[config.mk]
export PLATFORM = sky130hd
export DESIGN_NAME = bin2bcd_iter_flat
export DESIGN_NICKNAME = d
export VERILOG_FILES = /design/src/rtl/bin2bcd_if.sv /design/src/rtl/bin2bcd_iter.sv /design/src/flat_wrapper.sv
export SDC_FILE = /design/constraint.sdc
export NUM_CORES = 1
export LEC_CHECK = 0
export BUFFER_PORTS_ARGS = -buffer_cell sky130_fd_sc_hd__clkbuf_2
export CORE_MARGIN = 10
export CORE_UTILIZATION = 60
export CTS_CLUSTER_DIAMETER = 200
export DETAILED_ROUTE_END_ITERATION = 10
export GPL_TIMING_DRIVEN = 0
export PLACE_DENSITY = 0.91
export SLEW_MARGIN = 20
export SYNTH_ARGS = -nofsm -noshare
export SYNTH_HDL_FRONTEND = slang
export SYNTH_SLANG_ARGS = --single-unit
[constraint.sdc]
create_clock -name clk -period 3 [get_ports clk]
set_input_delay 0.45 -clock clk [delete_from_list [all_inputs] [get_ports clk]]
set_output_delay 0.45 -clock clk [all_outputs]
set_load 0.03 [all_outputs]
[src/rtl/bin2bcd_if.sv]
// Request/response bundle for the iterative binary-to-BCD converter.
// The master issues values to convert and takes results; the slave converts.
interface bin2bcd_if #(
   parameter int BIN_W  = 8,
   parameter int DIGITS = 3
);
   logic                  in_valid;
   logic                  in_ready;
   logic [BIN_W-1:0]      bin_in;
   logic                  signed_mode;
   logic                  out_valid;
   logic                  out_ready;
   logic [4*DIGITS-1:0]   bcd_out;
   logic                  neg;

   modport master (
      output in_valid, bin_in, signed_mode, out_ready,
      input  in_ready, out_valid, bcd_out, neg
   );

   modport slave (
      input  in_valid, bin_in, signed_mode, out_ready,
      output in_ready, out_valid, bcd_out, neg
   );
endinterface

[src/rtl/bin2bcd_iter.sv]
// Iterative double-dabble binary-to-BCD converter: one bit per clock,
// optional two's-complement input producing a sign flag plus BCD magnitude.
module bin2bcd_iter #(
   parameter int BIN_W  = 8,
   parameter int DIGITS = 3
) (
   input logic       clk,
   input logic       rst,
   bin2bcd_if.slave  bus
);
   localparam int BCD_W = 4 * DIGITS;
   localparam int CNT_W = $clog2(BIN_W + 1);

   typedef enum logic [1:0] {IDLE, CONV, DONE} state_t;

   state_t            state;
   state_t            state_nxt;
   logic              capture;
   logic              last_step;

   logic [BIN_W-1:0]  mag_in;
   logic              neg_in;
   logic [BIN_W-1:0]  mag;
   logic [BIN_W-1:0]  mag_step;
   logic [BCD_W-1:0]  bcd_work;
   logic [BCD_W-1:0]  bcd_adj;
   logic [BCD_W-1:0]  bcd_step;
   logic [BCD_W-1:0]  bcd_res;
   logic              neg_work;
   logic              neg_res;
   logic [CNT_W-1:0]  cnt;

   // Add 3 to every digit >= 5 so the following shift carries correctly into the next digit.
   function automatic logic [BCD_W-1:0] dabble_adjust(input logic [BCD_W-1:0] b);
      logic [BCD_W-1:0] r;
      r = b;
      for (int k = 0; k < DIGITS; k++) begin
         if (b[4*k +: 4] >= 4'd5)
            r[4*k +: 4] = b[4*k +: 4] + 4'd3;
      end
      return r;
   endfunction

   // Magnitude stays unsigned BIN_W bits, so the most negative input maps to 2^(BIN_W-1).
   always_comb begin
      neg_in = bus.signed_mode & bus.bin_in[BIN_W-1];
      mag_in = neg_in ? (~bus.bin_in + BIN_W'(1)) : bus.bin_in;
   end

   always_comb begin
      bcd_adj   = dabble_adjust(bcd_work);
      bcd_step  = {bcd_adj[BCD_W-2:0], mag[BIN_W-1]};
      mag_step  = {mag[BIN_W-2:0], 1'b0};
      last_step = (cnt == CNT_W'(1));
   end

   always_ff @(posedge clk) begin
      if (!rst)
         state <= IDLE;
      else
         state <= state_nxt;
   end

   always_comb begin
      state_nxt     = state;
      capture       = 1'b0;
      bus.in_ready  = 1'b0;
      bus.out_valid = 1'b0;
      case (state)
         IDLE: begin
            bus.in_ready = 1'b1;
            if (bus.in_valid) begin
               capture   = 1'b1;
               state_nxt = CONV;
            end
         end
         CONV: begin
            if (last_step)
               state_nxt = DONE;
         end
         DONE: begin
            bus.out_valid = 1'b1;
            if (bus.out_ready)
               state_nxt = IDLE;
         end
         default: state_nxt = IDLE;
      endcase
   end

   // Result registers only change on the final CONV step, so they hold through IDLE/CONV.
   always_ff @(posedge clk) begin
      if (!rst) begin
         mag      <= '0;
         bcd_work <= '0;
         neg_work <= 1'b0;
         cnt      <= '0;
         bcd_res  <= '0;
         neg_res  <= 1'b0;
      end else if (capture) begin
         mag      <= mag_in;
         neg_work <= neg_in;
         bcd_work <= '0;
         cnt      <= CNT_W'(BIN_W);
      end else if (state == CONV) begin
         mag      <= mag_step;
         bcd_work <= bcd_step;
         cnt      <= cnt - CNT_W'(1);
         if (last_step) begin
            bcd_res <= bcd_step;
            neg_res <= neg_work;
         end
      end
   end

   assign bus.bcd_out = bcd_res;
   assign bus.neg     = neg_res;
endmodule

[src/flat_wrapper.sv]
// flat-port wrapper written by rule: the top's interface ports become plain ports
module bin2bcd_iter_flat 
#(
   parameter int BIN_W  = 8,
   parameter int DIGITS = 3
)
  (clk, rst, bus_in_valid, bus_bin_in, bus_signed_mode, bus_out_ready, bus_in_ready, bus_out_valid, bus_bcd_out, bus_neg);
  bin2bcd_if #(.BIN_W(BIN_W), .DIGITS(DIGITS)) bus_i ();
  input logic clk;
  input logic rst;
  input wire logic [$bits(bus_i.in_valid)-1:0] bus_in_valid;
  input wire logic [$bits(bus_i.bin_in)-1:0] bus_bin_in;
  input wire logic [$bits(bus_i.signed_mode)-1:0] bus_signed_mode;
  input wire logic [$bits(bus_i.out_ready)-1:0] bus_out_ready;
  output wire logic [$bits(bus_i.in_ready)-1:0] bus_in_ready;
  output wire logic [$bits(bus_i.out_valid)-1:0] bus_out_valid;
  output wire logic [$bits(bus_i.bcd_out)-1:0] bus_bcd_out;
  output wire logic [$bits(bus_i.neg)-1:0] bus_neg;
  assign bus_i.in_valid = bus_in_valid;
  assign bus_i.bin_in = bus_bin_in;
  assign bus_i.signed_mode = bus_signed_mode;
  assign bus_i.out_ready = bus_out_ready;
  assign bus_in_ready = bus_i.in_ready;
  assign bus_out_valid = bus_i.out_valid;
  assign bus_bcd_out = bus_i.bcd_out;
  assign bus_neg = bus_i.neg;
  bin2bcd_iter #(.BIN_W(BIN_W), .DIGITS(DIGITS)) u_core (.clk(clk), .rst(rst), .bus(bus_i));
endmodule
### Word-level counts from Yosys, hierarchy flattened

Cells that the tools add are included.

| storage, ports and cells | value |
|---|---|
| bits in registers | 40 |
| bits of input ports | 13 |
| output and inout port bits | 15 |
| logic and storage cells | 47 |

| operators by class | value |
|---|---|
| add/subtract/negate cells | 5 |
| order comparisons | 3 |
| eq/ne operators | 6 |
| mux-type cells | 16 |
| bitwise operators | 4 |
| reductions and logical operators | 5 |

Operator list:

| operator | number |
|---|---|
| two-way mux 8 bit | 3 |
| two-way mux 4 bit | 4 |
| >= comparator 4 x 3 -> 1 bit (second input constant) | 3 |
| adder 4 x 2 -> 4 bit (second input constant) | 2 |
| adder 8 x 1 -> 8 bit (second input constant) | 1 |
| NOT 8 bit | 1 |
| two-way mux 2 bit | 3 |
| case mux 2 bit (3 select lines) | 1 |
| AND reduction 3 bit | 2 |
| == test 4 x 1 -> 1 bit (second input constant) | 1 |
| two-way mux 1 bit | 4 |
| inequality test 2 bit (second input constant) | 2 |
| subtractor 4 x 1 -> 4 bit (second input constant) | 1 |
| adder 3 x 2 -> 3 bit (second input constant) | 1 |
| two-way mux 3 bit | 1 |
| == test 2 x 1 -> 1 bit (second input constant) | 1 |
| == test 2 bit (second input constant) | 1 |
| zero test 2 bit | 1 |
| inequality test 2 x 1 -> 1 bit (second input constant) | 1 |
| NOT 1 bit | 2 |
| nonzero test 2 bit | 1 |
| OR reduction 2 bit | 1 |
| AND 1 bit | 1 |

### Depth between registers and ports, before layout

| logic depth | value |
|---|---|
| depth in word-level cells | 4 |
| mapped depth | 7 |

### Least setup slack after synthesis

No wires, ideal clock.

| timing | value |
|---|---|
| path type | register to register |
| start point | register u_core.cnt[0] |
| end point | register u_core.bcd_res[0] (netlist: u_core.bus.bcd_out[0]) |
| arrival | 1368 ps |
| slack | 1504 ps |
| cell stages (with the launch flop) | 7 |
| buffers on the path | 1 |
| clock period less this slack | 1496 ps |
| cells stage by stage | dfxtp_1 -> ha_1 -> or3b_1 -> nor2_1 -> buf_4 -> mux2i_1 -> nor2_1 |

| between the ends | value |
|---|---|
| longest elaborated chain between the ends | 2 |

RTL lines:

| item | line | RTL |
|---|---|---|
| start: declaration | bin2bcd_iter.sv:31 | `logic [CNT_W-1:0] cnt;` |
| start signal: assignment | bin2bcd_iter.sv:103 | `cnt <= CNT_W'(BIN_W);` |
| start signal: assignment | bin2bcd_iter.sv:107 | `cnt <= cnt - CNT_W'(1);` |
| == test 4 x 1 -> 1 bit | bin2bcd_iter.sv:54 | `last_step = (cnt == CNT_W'(1));` |
| AND reduction 3 bit (no source line) | - |  |
| end signal: assignment | bin2bcd_iter.sv:109 | `bcd_res <= bcd_step;` |
| end: declaration | bin2bcd_iter.sv:28 | `logic [BCD_W-1:0] bcd_res;` |

No other way between the ends.
A chain may end at the register's enable or synchronous reset.

### Worst setup path after layout

Ends and elaborated chain as after synthesis.

==> metrics.cfg <==
[clock_network]
cts_setup_buffers = 0
cts_buffers = 5
cts_root_buffer = clkbuf_4
cts_resized = 0
htreeDepth = 2
cts_hold_buf = 0
cts.sinks = 40
clock_latency_ps = 350
clk_pin_slew_ps = 120
clk_path_buf_depth = 2
cts_tree = built

[synthesis]
synthArstFlopShare_pct = 0
synth_cell_types = 41
yosys.area.top_type_share_pct = 41.2
yosysTopAreaCell = dfxtp_1
syn_nets = 253
syn_area_per_cell_um2 = 8.41
ys.warnings.count = 0
synth_common_cells = dfxtp_1 (40), nor2_1 (28), nand2_1 (26)
syn_area_um2 = 1940
synth-edff-count = 0
yosysSeqAreaShare_pct = 41.2
ys_top_cells_by_area = dfxtp_1 (41%), ha_1 (5.8%), a21oi_1 (5.7%)
synthCells = 231
yosysMostFrequentCell = dfxtp_1
yosys_register_bits = 40
ys_dominant_reg_cell = dfxtp_1

[status]
run_status = finished clean

[die]
io_pins = 28
row_count = 20
die_w_um = 76.9
die_area_um2 = 5920
core_um2 = 3080
initial_core_util_pct = 63.1
dieHeight_um = 76.9

[sta]
fin_hold_ws_ps = 299
max_slew_margin_pct = 63.6
fmax_mhz = 591
slew_viol_final = 0
tightest_slew_ps = 547
grt_setup_unrepaired = false
skew_ps = 7.12
finalSetupViolCount = 0
period_minus_slack_ps = 1690
period_share_pct = 56.4
final.setup.tns_ps = 0
finalHoldViolations = 0

[route]
wl_mm = 4.59
ant_nets = 0
post_drt_wl_per_cell_um = 14.8
vias_per_cell = 5.69
drtPass1Iterations = 4
drc = 0
drt_iter0_markers = 106
vias = 1765

[place]
hpwl_mm = 3.37
place_congestion = 0.836
port_buffers = 27

[grt]
overflow = 0
grt_pass1_vias = 1809
antenna_found_initial = 0
grt_max_degree = 14
grt_pass1_wl_mm = 7.91
track_usage_pct = 16.0

[layout]
antennaDiodeCount = 0
seq_area_um2 = 801
syn_to_final_growth_pct = 16.4
layout.nets = 287
layout-drive-gt1-share_pct = 19.9
multi_input_area_um2 = 1030
nFillCells = 236

[min_path]
hold_path.class = primary input to register
worstHoldStart = bus_signed_mode
hold_depth = 2
worstHoldEndpoint = u_core.mag[7]

[run]
drv_cap = 0

[critical_path]
end_kind = register
crit_chain = ha_1, or3b_1, nor2_1, buf_4, mux2i_1, nor2_1
crit_type = register to register
cp_slowest_cell = dfxtp_1
crit_path_start_kind = register
required_ps = 3230
rrSetupSlack_ps = 1310
reg2reg_from = u_core.cnt[0]
r2r_cells = 6
worstReg2RegEnd = u_core.bus.bcd_out[0]
critPathMostFrequentCell = nor2_1
crit_fanout = 10
critical_path_arrival_ps = 1920
worst_path_largest_cell_delay_ps = 430

[power]
p_leak_nw = 0.885
p_per_area_nw_per_um2 = 559
vdd_drop_max_mv = 0.460

==> layout by cell type, fill, tap and decap left out, types with 3 or more instances in the layout <==
master      n
inv_1      12
bufinv_16   3
ha_1        9
a21oi_1    22
nor3_1      4
nand3_1     6
o22ai_1    13
dfxtp_1    40
clkbuf_2   27
nor3b_1     5
nand2b_1    4
nor2_1     28
o21ai_0     5
buf_2       6
clkbuf_4    5
mux2_2      3
a211oi_1    9
nand2_1    26
xnor2_1     7
==> kinds of logic after synthesis <==
logic type,after synthesis,synth area share (%)
flip-flops,40,41.2
buffers and inverters,24,5.79
XOR/XNOR,9,4.06
AO/OA/AOI/OAI,60,19.6
adder cells (fa/ha/maj),9,5.80
multiplexers,5,2.77
AND/OR/NAND/NOR,84,20.8
==> state kept, by name (all words and copies together), names as in the netlist <==
register and cells:
u_core.mag 8, u_core.bus.neg 1, u_core.neg_work 1, u_core.bcd_work 12
u_core.cnt 4, u_core.state 2, u_core.bus.bcd_out 12
==> layer usage <==
layer / share of wire (%) / vias up / GRT usage [%]
li1: - / 876 / -
met1: 40 / 819 / 16.5
met2: 50 / 57 / 28.1
met3: 7.4 / 13 / 6.53
met4: 2.5 / 0 / 6.32
met5: 0 / - / 0
==> critical path: cells and delay by family, from the launching register on <==
| family | cells | cell delay (ps) |
|---|---|---|
| adders and majority gates | 1 | 160 |
| DFF | 1 | 430 |
| buffers and inverters | 1 | 210 |
| and+or+nand+nor | 3 | 570 |
| muxes | 1 | 200 |
==> report_power, final <==
part	internal, mW	total, mW	switching (mW)	leakage, nW
clock network	0.343	0.528	0.185	0.0654
logic	0.0651	0.165	0.0996	0.494
registers	0.553	0.570	0.0170	0.325
==> worst max-delay path by stage <==
stage                  startpoint                     to  depth (start not counted)
CTS                 u_core.cnt[0]  u_core.bus.bcd_out[0]                          6
global placement     bus_in_valid    u_core.bcd_work[10]                          5
finish              u_core.cnt[0]  u_core.bus.bcd_out[0]                          6
detailed placement   bus_in_valid    u_core.bcd_work[10]                          5
floorplan           u_core.cnt[0]  u_core.bus.bcd_out[0]                          6
global route        u_core.cnt[0]  u_core.bus.bcd_out[5]                          6
==> per-stage QoR <==
stage | utilization, % | area, µm² | setup slack, ps | instances | power (mW)
after global routing | 73.5 | 2260 | 1110 | 310 | 1.31
after floorplan | - | 1940 | 1500 | 231 | 0.697
final | 73.5 | 2260 | 1310 | 310 | 1.26
after detailed placement | 69.3 | 2130 | 1320 | 302 | 0.744
after global placement | 69.3 | 2130 | 1330 | 302 | 0.737
after CTS | 73.5 | 2260 | 1290 | 310 | 1.27
==> area by class of cell <==
class | count | area share (%)
multi-input cells | 167 | 45.5
flip-flops and latches | 40 | 35.4
repair buffers | 27 | 5.98
well taps | 44 | 2.43
clock buffers | 5 | 1.66
inverters | 13 | 2.16
plain buffers | 11 | 2.82
clock inverters | 3 | 3.98
Note: power is estimated with default switching activity, not from simulation.
